### src/rtl/fpu_wb_pkg.sv
// fpu_wb_pkg
// Shared definitions for the FPU Wishbone register block.
// Contents:
//   - Register byte offsets (A_OFS .. RM_OFS) within the 256-byte window.
//   - STATUS register bit positions.
//   - Launch FSM state encoding.
//   - One-hot FPU operation constants for op_o.
//   - byte_merge helper that applies a Wishbone byte-select write to a word.
package fpu_wb_pkg;

  localparam logic [7:0] A_OFS      = 8'h00;
  localparam logic [7:0] B_OFS      = 8'h04;
  localparam logic [7:0] C_OFS      = 8'h08;
  localparam logic [7:0] RESULT_OFS = 8'h0C;
  localparam logic [7:0] FLAGS_OFS  = 8'h10;
  localparam logic [7:0] STATUS_OFS = 8'h14;
  localparam logic [7:0] OP_OFS     = 8'h1C;
  localparam logic [7:0] IRQEN_OFS  = 8'h20;
  localparam logic [7:0] RM_OFS     = 8'h24;

  localparam int STAT_BUSY        = 0;
  localparam int STAT_DONE        = 1;
  localparam int STAT_ERR_OVERRUN = 2;
  localparam int STAT_ERR_TIMEOUT = 3;

  // Bit of the OP word that requests a launch; it is never stored.
  localparam int OP_VALID_BIT = 12;

  typedef enum logic [1:0] {
    LAUNCH_IDLE  = 2'd0,
    LAUNCH_ISSUE = 2'd1,
    LAUNCH_WAIT  = 2'd2
  } launch_state_e;

  localparam logic [11:0] OP_ADD    = 12'h001;
  localparam logic [11:0] OP_SUB    = 12'h002;
  localparam logic [11:0] OP_MUL    = 12'h004;
  localparam logic [11:0] OP_DIV    = 12'h008;
  localparam logic [11:0] OP_SQRT   = 12'h010;
  localparam logic [11:0] OP_FMADD  = 12'h020;
  localparam logic [11:0] OP_MIN    = 12'h040;
  localparam logic [11:0] OP_MAX    = 12'h080;
  localparam logic [11:0] OP_CMP    = 12'h100;
  localparam logic [11:0] OP_CVTFI  = 12'h200;
  localparam logic [11:0] OP_CVTIF  = 12'h400;
  localparam logic [11:0] OP_SGNJ   = 12'h800;

  // Replace only the bytes of cur whose select bit is set.
  function automatic logic [31:0] byte_merge(input logic [31:0] cur,
                                             input logic [31:0] wdat,
                                             input logic [3:0]  sel);
    logic [31:0] res;
    res = cur;
    for (int i = 0; i < 4; i++) begin
      if (sel[i]) res[8*i +: 8] = wdat[8*i +: 8];
    end
    return res;
  endfunction

endpackage

### src/rtl/fpu_wb_if.sv
// fpu_wb_if
// Wishbone classic slave bus as seen from the Caravel management core.
// Signals keep the wbs_* names of the Caravel user-project wrapper.
//   master modport: drives stb/cyc/we/sel/adr/dat_i, receives ack/dat_o
//   slave  modport: the register block side
interface fpu_wb_if;
  logic        wbs_stb_i;
  logic        wbs_cyc_i;
  logic        wbs_we_i;
  logic [3:0]  wbs_sel_i;
  logic [31:0] wbs_adr_i;
  logic [31:0] wbs_dat_i;
  logic        wbs_ack_o;
  logic [31:0] wbs_dat_o;

  modport master (
    output wbs_stb_i, wbs_cyc_i, wbs_we_i, wbs_sel_i, wbs_adr_i, wbs_dat_i,
    input  wbs_ack_o, wbs_dat_o
  );

  modport slave (
    input  wbs_stb_i, wbs_cyc_i, wbs_we_i, wbs_sel_i, wbs_adr_i, wbs_dat_i,
    output wbs_ack_o, wbs_dat_o
  );
endinterface

### src/rtl/fpu_wb_launch.sv
// fpu_wb_launch
// Launch sequencer for one FPU operation at a time, IDLE -> ISSUE -> WAIT -> IDLE.
// Also owns the STATUS bits and the reply timeout counter.
// Ports:
//   clk, rst        clock, synchronous active-high reset
//   op_launch_wr    accepted OP write carrying the valid bit
//   result_rd       accepted read of RESULT (clears done)
//   fpu_valid_i     FPU result valid
//   launch_accept   op_launch_wr taken as a new launch (comb, for operand snapshot)
//   result_capture  FPU reply accepted this cycle (comb, loads RESULT/FLAGS)
//   valid_o         one-cycle launch pulse to the FPU
//   busy, done, err_overrun, err_timeout   STATUS bits
module fpu_wb_launch
  import fpu_wb_pkg::*;
#(
  parameter int TIMEOUT_CYC = 255
) (
  input  logic clk,
  input  logic rst,
  input  logic op_launch_wr,
  input  logic result_rd,
  input  logic fpu_valid_i,
  output logic launch_accept,
  output logic result_capture,
  output logic valid_o,
  output logic busy,
  output logic done,
  output logic err_overrun,
  output logic err_timeout
);

  localparam int CNT_W = (TIMEOUT_CYC > 1) ? $clog2(TIMEOUT_CYC) : 1;
  localparam logic [CNT_W-1:0] CNT_LAST = CNT_W'(TIMEOUT_CYC - 1);

  launch_state_e    state;
  logic [CNT_W-1:0] timer;

  assign launch_accept  = op_launch_wr && (state == LAUNCH_IDLE);
  assign result_capture = fpu_valid_i && (state == LAUNCH_WAIT);

  // The status bits change on the edge entering ISSUE so they are already
  // valid while valid_o is high. A RESULT read clears done first, so a reply
  // landing in the same cycle still leaves done set.
  always_ff @(posedge clk) begin
    if (rst) begin
      state       <= LAUNCH_IDLE;
      timer       <= '0;
      valid_o     <= 1'b0;
      busy        <= 1'b0;
      done        <= 1'b0;
      err_overrun <= 1'b0;
      err_timeout <= 1'b0;
    end else begin
      valid_o <= 1'b0;
      if (result_rd) done <= 1'b0;
      case (state)
        LAUNCH_IDLE: begin
          if (launch_accept) begin
            state       <= LAUNCH_ISSUE;
            valid_o     <= 1'b1;
            busy        <= 1'b1;
            done        <= 1'b0;
            err_overrun <= 1'b0;
            err_timeout <= 1'b0;
          end
        end
        LAUNCH_ISSUE: begin
          state <= LAUNCH_WAIT;
          timer <= '0;
          if (op_launch_wr) err_overrun <= 1'b1;
        end
        LAUNCH_WAIT: begin
          if (op_launch_wr) err_overrun <= 1'b1;
          if (fpu_valid_i) begin
            done  <= 1'b1;
            busy  <= 1'b0;
            state <= LAUNCH_IDLE;
          end else if (timer == CNT_LAST) begin
            err_timeout <= 1'b1;
            busy        <= 1'b0;
            state       <= LAUNCH_IDLE;
          end else begin
            timer <= timer + 1'b1;
          end
        end
        default: state <= LAUNCH_IDLE;
      endcase
    end
  end

endmodule

### src/rtl/fpu_wb_regs.sv
// fpu_wb_regs
// Wishbone classic slave register file in front of the FPU core.
// Decodes A/B/C/RM/OP writes, launches one FPU op per OP write with bit 12
// set, and captures the FPU result and exception flags for readback.
// Ports:
//   wb_clk_i, wb_rst_i   clock, synchronous active-high reset
//   wbs                  Wishbone slave (fpu_wb_if.slave)
//   a_o, b_o, c_o        operands, snapshot taken at launch
//   op_o, rm_o           one-hot op and rounding mode, snapshot at launch
//   valid_o              one-cycle launch pulse
//   fpu_valid_i, fpu_result_i, fpu_flags_i   FPU reply
//   irq_o                completion interrupt
// Build option FPU_WB_IRQ_EN: adds the IRQEN register (offset 20) and drives
// irq_o = done & IRQEN[0]; otherwise irq_o is 0 and offset 20 is unmapped.
module fpu_wb_regs
  import fpu_wb_pkg::*;
#(
  parameter logic [31:0] BASE_ADR    = 32'h3000_0000,
  parameter int          TIMEOUT_CYC = 255
) (
  input  logic        wb_clk_i,
  input  logic        wb_rst_i,
  fpu_wb_if.slave     wbs,
  output logic [31:0] a_o,
  output logic [31:0] b_o,
  output logic [31:0] c_o,
  output logic [11:0] op_o,
  output logic [2:0]  rm_o,
  output logic        valid_o,
  input  logic        fpu_valid_i,
  input  logic [31:0] fpu_result_i,
  input  logic [4:0]  fpu_flags_i,
  output logic        irq_o
);

  logic [31:0] a_q, b_q, c_q, result_q;
  logic [11:0] op_q;
  logic [2:0]  rm_q;
  logic [4:0]  flags_q;
  logic        ack_q;
  logic [31:0] dat_q;
  logic [31:0] rd_data;
  logic        irqen_bit;

  logic        adr_hit, access, wr_en, rd_en;
  logic [7:0]  ofs;
  logic        wr_a, wr_b, wr_c, wr_op, wr_rm;
  logic [31:0] op_merged;
  logic [11:0] op_new;
  logic        op_valid_wr, result_rd;
  logic        launch_accept, result_capture;
  logic        busy, done, err_overrun, err_timeout;
  logic        unused_bits;

  // An access is taken only while ack is low, so acks are never back to back.
  assign adr_hit = (wbs.wbs_adr_i[31:8] == BASE_ADR[31:8]);
  assign ofs     = {wbs.wbs_adr_i[7:2], 2'b00};
  assign access  = wbs.wbs_stb_i & wbs.wbs_cyc_i & adr_hit & ~ack_q;
  assign wr_en   = access & wbs.wbs_we_i;
  assign rd_en   = access & ~wbs.wbs_we_i;

  assign wr_a  = wr_en && (ofs == A_OFS);
  assign wr_b  = wr_en && (ofs == B_OFS);
  assign wr_c  = wr_en && (ofs == C_OFS);
  assign wr_op = wr_en && (ofs == OP_OFS);
  assign wr_rm = wr_en && (ofs == RM_OFS);

  // The valid bit lives in byte 1, so it only counts when that byte is selected.
  assign op_merged   = byte_merge({20'b0, op_q}, wbs.wbs_dat_i, wbs.wbs_sel_i);
  assign op_new      = op_merged[11:0];
  assign op_valid_wr = wr_op & wbs.wbs_sel_i[1] & wbs.wbs_dat_i[OP_VALID_BIT];
  assign result_rd   = rd_en && (ofs == RESULT_OFS);

  assign unused_bits = ^{wbs.wbs_adr_i[1:0], op_merged[31:12]};

  assign wbs.wbs_ack_o = ack_q;
  assign wbs.wbs_dat_o = dat_q;

  fpu_wb_launch #(.TIMEOUT_CYC(TIMEOUT_CYC)) u_launch (
    .clk            (wb_clk_i),
    .rst            (wb_rst_i),
    .op_launch_wr   (op_valid_wr),
    .result_rd      (result_rd),
    .fpu_valid_i    (fpu_valid_i),
    .launch_accept  (launch_accept),
    .result_capture (result_capture),
    .valid_o        (valid_o),
    .busy           (busy),
    .done           (done),
    .err_overrun    (err_overrun),
    .err_timeout    (err_timeout)
  );

  // Register file. Operands and mode are snapshotted into the FPU-facing
  // outputs at launch, so writes made while busy never disturb the op in
  // flight. A valid OP write while busy is dropped entirely.
  always_ff @(posedge wb_clk_i) begin
    if (wb_rst_i) begin
      a_q      <= '0;
      b_q      <= '0;
      c_q      <= '0;
      op_q     <= '0;
      rm_q     <= '0;
      result_q <= '0;
      flags_q  <= '0;
      a_o      <= '0;
      b_o      <= '0;
      c_o      <= '0;
      op_o     <= '0;
      rm_o     <= '0;
    end else begin
      if (wr_a) a_q <= byte_merge(a_q, wbs.wbs_dat_i, wbs.wbs_sel_i);
      if (wr_b) b_q <= byte_merge(b_q, wbs.wbs_dat_i, wbs.wbs_sel_i);
      if (wr_c) c_q <= byte_merge(c_q, wbs.wbs_dat_i, wbs.wbs_sel_i);
      if (wr_rm && wbs.wbs_sel_i[0]) rm_q <= wbs.wbs_dat_i[2:0];
      if (wr_op && !(op_valid_wr && busy)) op_q <= op_new;
      if (launch_accept) begin
        a_o  <= a_q;
        b_o  <= b_q;
        c_o  <= c_q;
        rm_o <= rm_q;
        op_o <= op_new;
      end
      if (result_capture) begin
        result_q <= fpu_result_i;
        flags_q  <= fpu_flags_i;
      end
    end
  end

`ifdef FPU_WB_IRQ_EN
  logic irqen_q;

  // Interrupt enable; clearing it drops a pending irq immediately.
  always_ff @(posedge wb_clk_i) begin
    if (wb_rst_i) begin
      irqen_q <= 1'b0;
    end else if (wr_en && (ofs == IRQEN_OFS) && wbs.wbs_sel_i[0]) begin
      irqen_q <= wbs.wbs_dat_i[0];
    end
  end

  assign irqen_bit = irqen_q;
  assign irq_o     = done & irqen_q;
`else
  assign irqen_bit = 1'b0;
  assign irq_o     = 1'b0;
`endif

  // Read mux; the OP valid bit is not stored and therefore reads back 0.
  always_comb begin
    rd_data = '0;
    case (ofs)
      A_OFS:      rd_data = a_q;
      B_OFS:      rd_data = b_q;
      C_OFS:      rd_data = c_q;
      RESULT_OFS: rd_data = result_q;
      FLAGS_OFS:  rd_data = {27'b0, flags_q};
      STATUS_OFS: begin
        rd_data[STAT_BUSY]        = busy;
        rd_data[STAT_DONE]        = done;
        rd_data[STAT_ERR_OVERRUN] = err_overrun;
        rd_data[STAT_ERR_TIMEOUT] = err_timeout;
      end
      OP_OFS:     rd_data = {20'b0, op_q};
      IRQEN_OFS:  rd_data = {31'b0, irqen_bit};
      RM_OFS:     rd_data = {29'b0, rm_q};
      default:    rd_data = '0;
    endcase
  end

  // Ack and read data are registered together, one cycle after the access.
  always_ff @(posedge wb_clk_i) begin
    if (wb_rst_i) begin
      ack_q <= 1'b0;
      dat_q <= '0;
    end else begin
      ack_q <= access;
      dat_q <= rd_en ? rd_data : '0;
    end
  end

endmodule

### src/flat_wrapper.sv
// flat-port wrapper written by rule: the top's interface ports become plain ports
module fpu_wb_regs_flat import fpu_wb_pkg::*;
#(
  parameter logic [31:0] BASE_ADR    = 32'h3000_0000,
  parameter int          TIMEOUT_CYC = 255
)
  (wb_clk_i, wb_rst_i, a_o, b_o, c_o, op_o, rm_o, valid_o, fpu_valid_i, fpu_result_i, fpu_flags_i, irq_o, wbs_wbs_stb_i, wbs_wbs_cyc_i, wbs_wbs_we_i, wbs_wbs_sel_i, wbs_wbs_adr_i, wbs_wbs_dat_i, wbs_wbs_ack_o, wbs_wbs_dat_o);
  fpu_wb_if wbs_i ();
  input  logic wb_clk_i;
  input  logic wb_rst_i;
  output logic [31:0] a_o;
  output logic [31:0] b_o;
  output logic [31:0] c_o;
  output logic [11:0] op_o;
  output logic [2:0] rm_o;
  output logic valid_o;
  input  logic fpu_valid_i;
  input  logic [31:0] fpu_result_i;
  input  logic [4:0] fpu_flags_i;
  output logic irq_o;
  input wire logic [$bits(wbs_i.wbs_stb_i)-1:0] wbs_wbs_stb_i;
  input wire logic [$bits(wbs_i.wbs_cyc_i)-1:0] wbs_wbs_cyc_i;
  input wire logic [$bits(wbs_i.wbs_we_i)-1:0] wbs_wbs_we_i;
  input wire logic [$bits(wbs_i.wbs_sel_i)-1:0] wbs_wbs_sel_i;
  input wire logic [$bits(wbs_i.wbs_adr_i)-1:0] wbs_wbs_adr_i;
  input wire logic [$bits(wbs_i.wbs_dat_i)-1:0] wbs_wbs_dat_i;
  output wire logic [$bits(wbs_i.wbs_ack_o)-1:0] wbs_wbs_ack_o;
  output wire logic [$bits(wbs_i.wbs_dat_o)-1:0] wbs_wbs_dat_o;
  assign wbs_i.wbs_stb_i = wbs_wbs_stb_i;
  assign wbs_i.wbs_cyc_i = wbs_wbs_cyc_i;
  assign wbs_i.wbs_we_i = wbs_wbs_we_i;
  assign wbs_i.wbs_sel_i = wbs_wbs_sel_i;
  assign wbs_i.wbs_adr_i = wbs_wbs_adr_i;
  assign wbs_i.wbs_dat_i = wbs_wbs_dat_i;
  assign wbs_wbs_ack_o = wbs_i.wbs_ack_o;
  assign wbs_wbs_dat_o = wbs_i.wbs_dat_o;
  fpu_wb_regs #(.BASE_ADR(BASE_ADR), .TIMEOUT_CYC(TIMEOUT_CYC)) u_core (.wb_clk_i(wb_clk_i), .wb_rst_i(wb_rst_i), .wbs(wbs_i), .a_o(a_o), .b_o(b_o), .c_o(c_o), .op_o(op_o), .rm_o(rm_o), .valid_o(valid_o), .fpu_valid_i(fpu_valid_i), .fpu_result_i(fpu_result_i), .fpu_flags_i(fpu_flags_i), .irq_o(irq_o));
endmodule
### config.mk
export PLATFORM = sky130hd
export DESIGN_NAME = fpu_wb_regs_flat
export DESIGN_NICKNAME = d
export VERILOG_FILES = /design/src/rtl/fpu_wb_pkg.sv /design/src/rtl/fpu_wb_if.sv /design/src/rtl/fpu_wb_launch.sv /design/src/rtl/fpu_wb_regs.sv /design/src/flat_wrapper.sv
export SDC_FILE = /design/constraint.sdc
export NUM_CORES = 1
export LEC_CHECK = 0
export BUFFER_PORTS_ARGS = -buffer_cell sky130_fd_sc_hd__buf_2
export CAP_MARGIN = 10
export CELL_PAD_IN_SITES_DETAIL_PLACEMENT = 0
export CELL_PAD_IN_SITES_GLOBAL_PLACEMENT = 1
export CORE_UTILIZATION = 37
export CTS_CLUSTER_SIZE = 16
export DETAILED_ROUTE_END_ITERATION = 16
export GPL_TIMING_DRIVEN = 0
export HOLD_SLACK_MARGIN = 0.08
export PLACE_DENSITY = 0.85
export SLEW_MARGIN = 20
export SYNTH_ARGS = -nofsm -noshare
export SYNTH_HDL_FRONTEND = slang
export SYNTH_SLANG_ARGS = --single-unit
### constraint.sdc
create_clock -name wb_clk_i -period 2.41 [get_ports wb_clk_i]
set_clock_uncertainty 0.1 [all_clocks]
set_input_delay 0.241 -clock wb_clk_i [delete_from_list [all_inputs] [get_ports wb_clk_i]]
set_output_delay 0.241 -clock wb_clk_i [all_outputs]
set_load 0.01 [all_outputs]
==> flow_summary.yaml <==
sta:
  fmax_mhz: 418
  slew_violations: 0
  finalHoldViolCount: 0
  setup_violations: 0
  finalCriticalPeriod_ps: 2390
  tightestPinTransition_ps: 1010
  timing.final.crit_share: 0.992
  setup_ws_ps: 20.1
  timing.slew.headroom: 0.323
clock_network:
  clk_pin_slew_worst_paths_ps: 60
  clock-root-buffer: "clkbuf_16"
  clock-sinks: 307
  clk_path_buf_depth: 3
  cts_buffers: 34
  cts_tree: "yes"
  worstSkewPairLatency_ps: 510
  htree_levels: 2
synth:
  synth_flop_cell: "dfxtp_1"
  synth_top_family_by_area: "simple AND/OR/NAND/NOR gates"
  netlist.area_leader.share: 0.517
  synth.cell_area_um2: 11900
  yosys.area_share.simple: 0.193
  synth-compound-area-share: 0.133
  synth_adder_area_share: 0.00736
  yosysTopAreaCell: "dfxtp_1"
  synth-edff-count: 0
  ys_seq_elements: 307
  syn_nets: 1447
  yosys-top-cells-area: "dfxtp_1 52%, mux2i_1 11%, nand2_1 9.4%, a21oi_1 6.9%, nor2_1 4.7%"
  async_flop_share: 0
  syn_inst: 1329
  synth_seq_area_share: 0.517
  synth_cell_type_count: 42
  synthMuxAreaShare: 0.114
  syn_avg_cell_area_um2: 8.95
  ys_warn_count: 0
  synthXorXnorAreaFrac: 0.00442
floorplan:
  core_um2: 31600
  die_h_um: 181
  io-pin-count: 257
  dieArea_um2: 32900
  initial_core_util: 0.377
  rows: 65
  dieWidth_um: 181
finish:
  area_growth_pct: 32.0
  drive_above_1_share: 0.216
  fin_nets: 1805
  fillers: 3012
  final_cell_count_no_fill: 2115
pwr:
  power.net_switching_uw: 2390
  combinationalPowerShare: 0.041
  vdd_ir_drop_max_mv: 0.419
  netSwitchingFraction: 0.220
  power_frac_clock: 0.491
  p_int_uw: 8450
  p_seq_frac: 0.468
  p_leak_uw: 0.00590
  powerDensity_nw_per_um2: 690
drt:
  vias_per_cell: 5.24
  drc: 0
  via_count: 11100
  drtIter0Drc: 867
  antenna_left: 0
  first_pass_iters: 7
  wl_um: 41500
  wl_per_cell_um: 19.6
hold_path:
  min_to: "u_core.u_launch.err_timeout"
  hold_depth: 5
  min_from: "fpu_valid_i"
  min_path_type: "in2reg"
setup_path:
  cp_max_fo: 10
  r2r-start: "u_core.wbs.wbs_ack_o"
  cp-start-kind: "input pin"
  worstPathArrival_ps: 2680
  criticalPathCategory: "in2reg"
  required_ps: 2700
  endpoint_kind: "register"
  rr_worst_depth: 7
  r2r_end: "u_core.b_q[23]"
  r2r_slack_ps: 130
job:
  max_cap_viol_count: 0
global_route:
  grt_usage: 0.250
  grt_pass1_wl_um: 63400
  overflow: 0
  antenna_found_initial: 0
  grt_pass1_vias: 10800
  grt_max_degree: 14
placed_design:
  gp_congestion: 0.917
  io_buffers: 248
  pre_cts_ws_ps: -929
  dp_cells: 1979
  hpwl_um: 30300
outcome:
  outcome: "finished clean"
-- state kept, by name (all words and copies together), names as in the netlist --
| register | cells |
|---|---|
| u_core.a_o | 32 |
| u_core.a_q | 32 |
| u_core.b_o | 32 |
| u_core.b_q | 32 |
| u_core.c_o | 32 |
| u_core.c_q | 32 |
| u_core.result_q | 32 |
| u_core.wbs.wbs_dat_o | 32 |
| u_core.op_o | 12 |
| u_core.op_q | 12 |
| u_core.u_launch.timer | 8 |
| u_core.flags_q | 5 |
| u_core.rm_o | 3 |
| u_core.rm_q | 3 |
| u_core.u_launch.state | 2 |
| u_core.u_launch.busy | 1 |
| u_core.u_launch.done | 1 |
| u_core.u_launch.err_overrun | 1 |
| u_core.u_launch.err_timeout | 1 |
| u_core.u_launch.valid_o | 1 |
| u_core.wbs.wbs_ack_o | 1 |
-- how the worst max path moves through the flow --
stage          slack (ps)                      end            startpoint
4_1_cts                10  u_core.wbs.wbs_dat_o[3]      wbs_wbs_adr_i[7]
3_5_place_dp         -930  u_core.wbs.wbs_dat_o[1]      wbs_wbs_adr_i[7]
2_1_floorplan         120          u_core.op_q[11]     wbs_wbs_adr_i[18]
5_1_grt               -10            u_core.a_q[1]  u_core.wbs.wbs_ack_o
6_report               20  u_core.wbs.wbs_dat_o[1]      wbs_wbs_adr_i[7]
3_3_place_gp         -890           u_core.a_o[15]      wbs_wbs_adr_i[7]
-- layer usage --
layer / vias up / track usage / routed length, µm
met5: - / 0 / 0
met4: 0 / 0.0671 / 1000
met3: 62 / 0.0512 / 3230
met2: 444 / 0.410 / 19000
met1: 5318 / 0.334 / 18300
li1: 5266 / - / -
-- layout make-up --
cell class / instances / area [µm²] / share of cell area
Antenna cell: 1 / 2.50 / 0.000159
Buffer: 85 / 375 / 0.0239
Clock buffer: 50 / 1030 / 0.0659
Clock inverter: 11 / 116 / 0.00741
Inverter: 7 / 26.3 / 0.00167
Multi-Input combinational cell: 926 / 5430 / 0.346
Sequential cell: 307 / 6150 / 0.391
Tap cell: 402 / 503 / 0.0320
Timing Repair Buffer: 326 / 2060 / 0.132
-- stage by stage --
step / util / TNS [ps] / hold WS, ps / power (µW) / instance area, µm²
after floorplan: - / 0 / 277 / 5320 / 11900
final: 0.498 / 0 / 171 / 10800 / 15700
after detailed placement: 0.432 / -140840 / 340 / 5530 / 13600
after global placement: 0.432 / -137760 / 338 / 5530 / 13600
after global routing: 0.497 / -18.6 / 224 / 11100 / 15700
after CTS: 0.493 / 0 / 166 / 10900 / 15600
-- power groups by stage --
stage                     Combinational [µW]  Sequential (µW)  Clock [µW]
after floorplan                          131             5190           0
after global placement                   343             5190           0
after detailed placement                 346             5190           0
after CTS                                440             5070        5400
after global routing                     472             5070        5610
final                                    449             5070        5320
-- kinds of logic after synthesis --
| group | count (synthesis) |
|---|---|
| mux | 135 |
| xor+xnor | 6 |
| simple gates | 510 |
| other cells | 1 |
| compound gates | 267 |
| fa+ha+maj | 7 |
| buf+inv | 96 |
| flops | 307 |
-- synth_stat cells, drive strengths merged, types with 4 or more instances --
library cell,number
nand2b,5
a22oi,60
inv,7
a221oi,5
a31oi,4
buf,11
mux2,4
and2,4
a211oi,15
a21oi,165
nor2,149
o21ai,9
ha,7
xnor2,6
mux2i,131
clkbuf,78
dfxtp,307
nand3,9
nand2,298
nor4,23
nor3,6
-- worst max-delay path, cell delays in order --
cell and delay, ps:
buf_2 170, or4_1 520, buf_2 220, nor2_2 580
clkbuf_2 460, a22oi_1 170, a31oi_1 310
-- layout by cell type, fill, tap and decap left out, types with 4 or more instances in the layout --
cell type,instances
a211oi_1,15
a21oi_1,165
a221oi_1,5
a22oi_1,60
a31oi_1,4
buf_12,5
buf_2,258
buf_4,6
clkbuf_1,59
clkbuf_16,37
clkbuf_2,14
clkbuf_4,4
clkbuf_8,6
clkinv_2,5
dfxtp_1,307
dlygate4sd3_1,70
ha_1,7
inv_1,7
mux2_2,4
mux2i_1,131
nand2_1,298
nand2b_1,5
nand3_1,8
nor2_1,146
nor3_1,5
nor4_1,7
nor4_4,15
o21ai_0,9
xnor2_1,6
-- what timing repair did --
item	4_1_cts	5_1_grt
hold buffers	70	0
endpoints found under the hold margin	153	0
setup buffers	1	7
pin swaps	0	8
resized for setup	28	25
endpoints found under the setup margin	255	159
No activity file was read; power rests on OpenSTA's default activity.
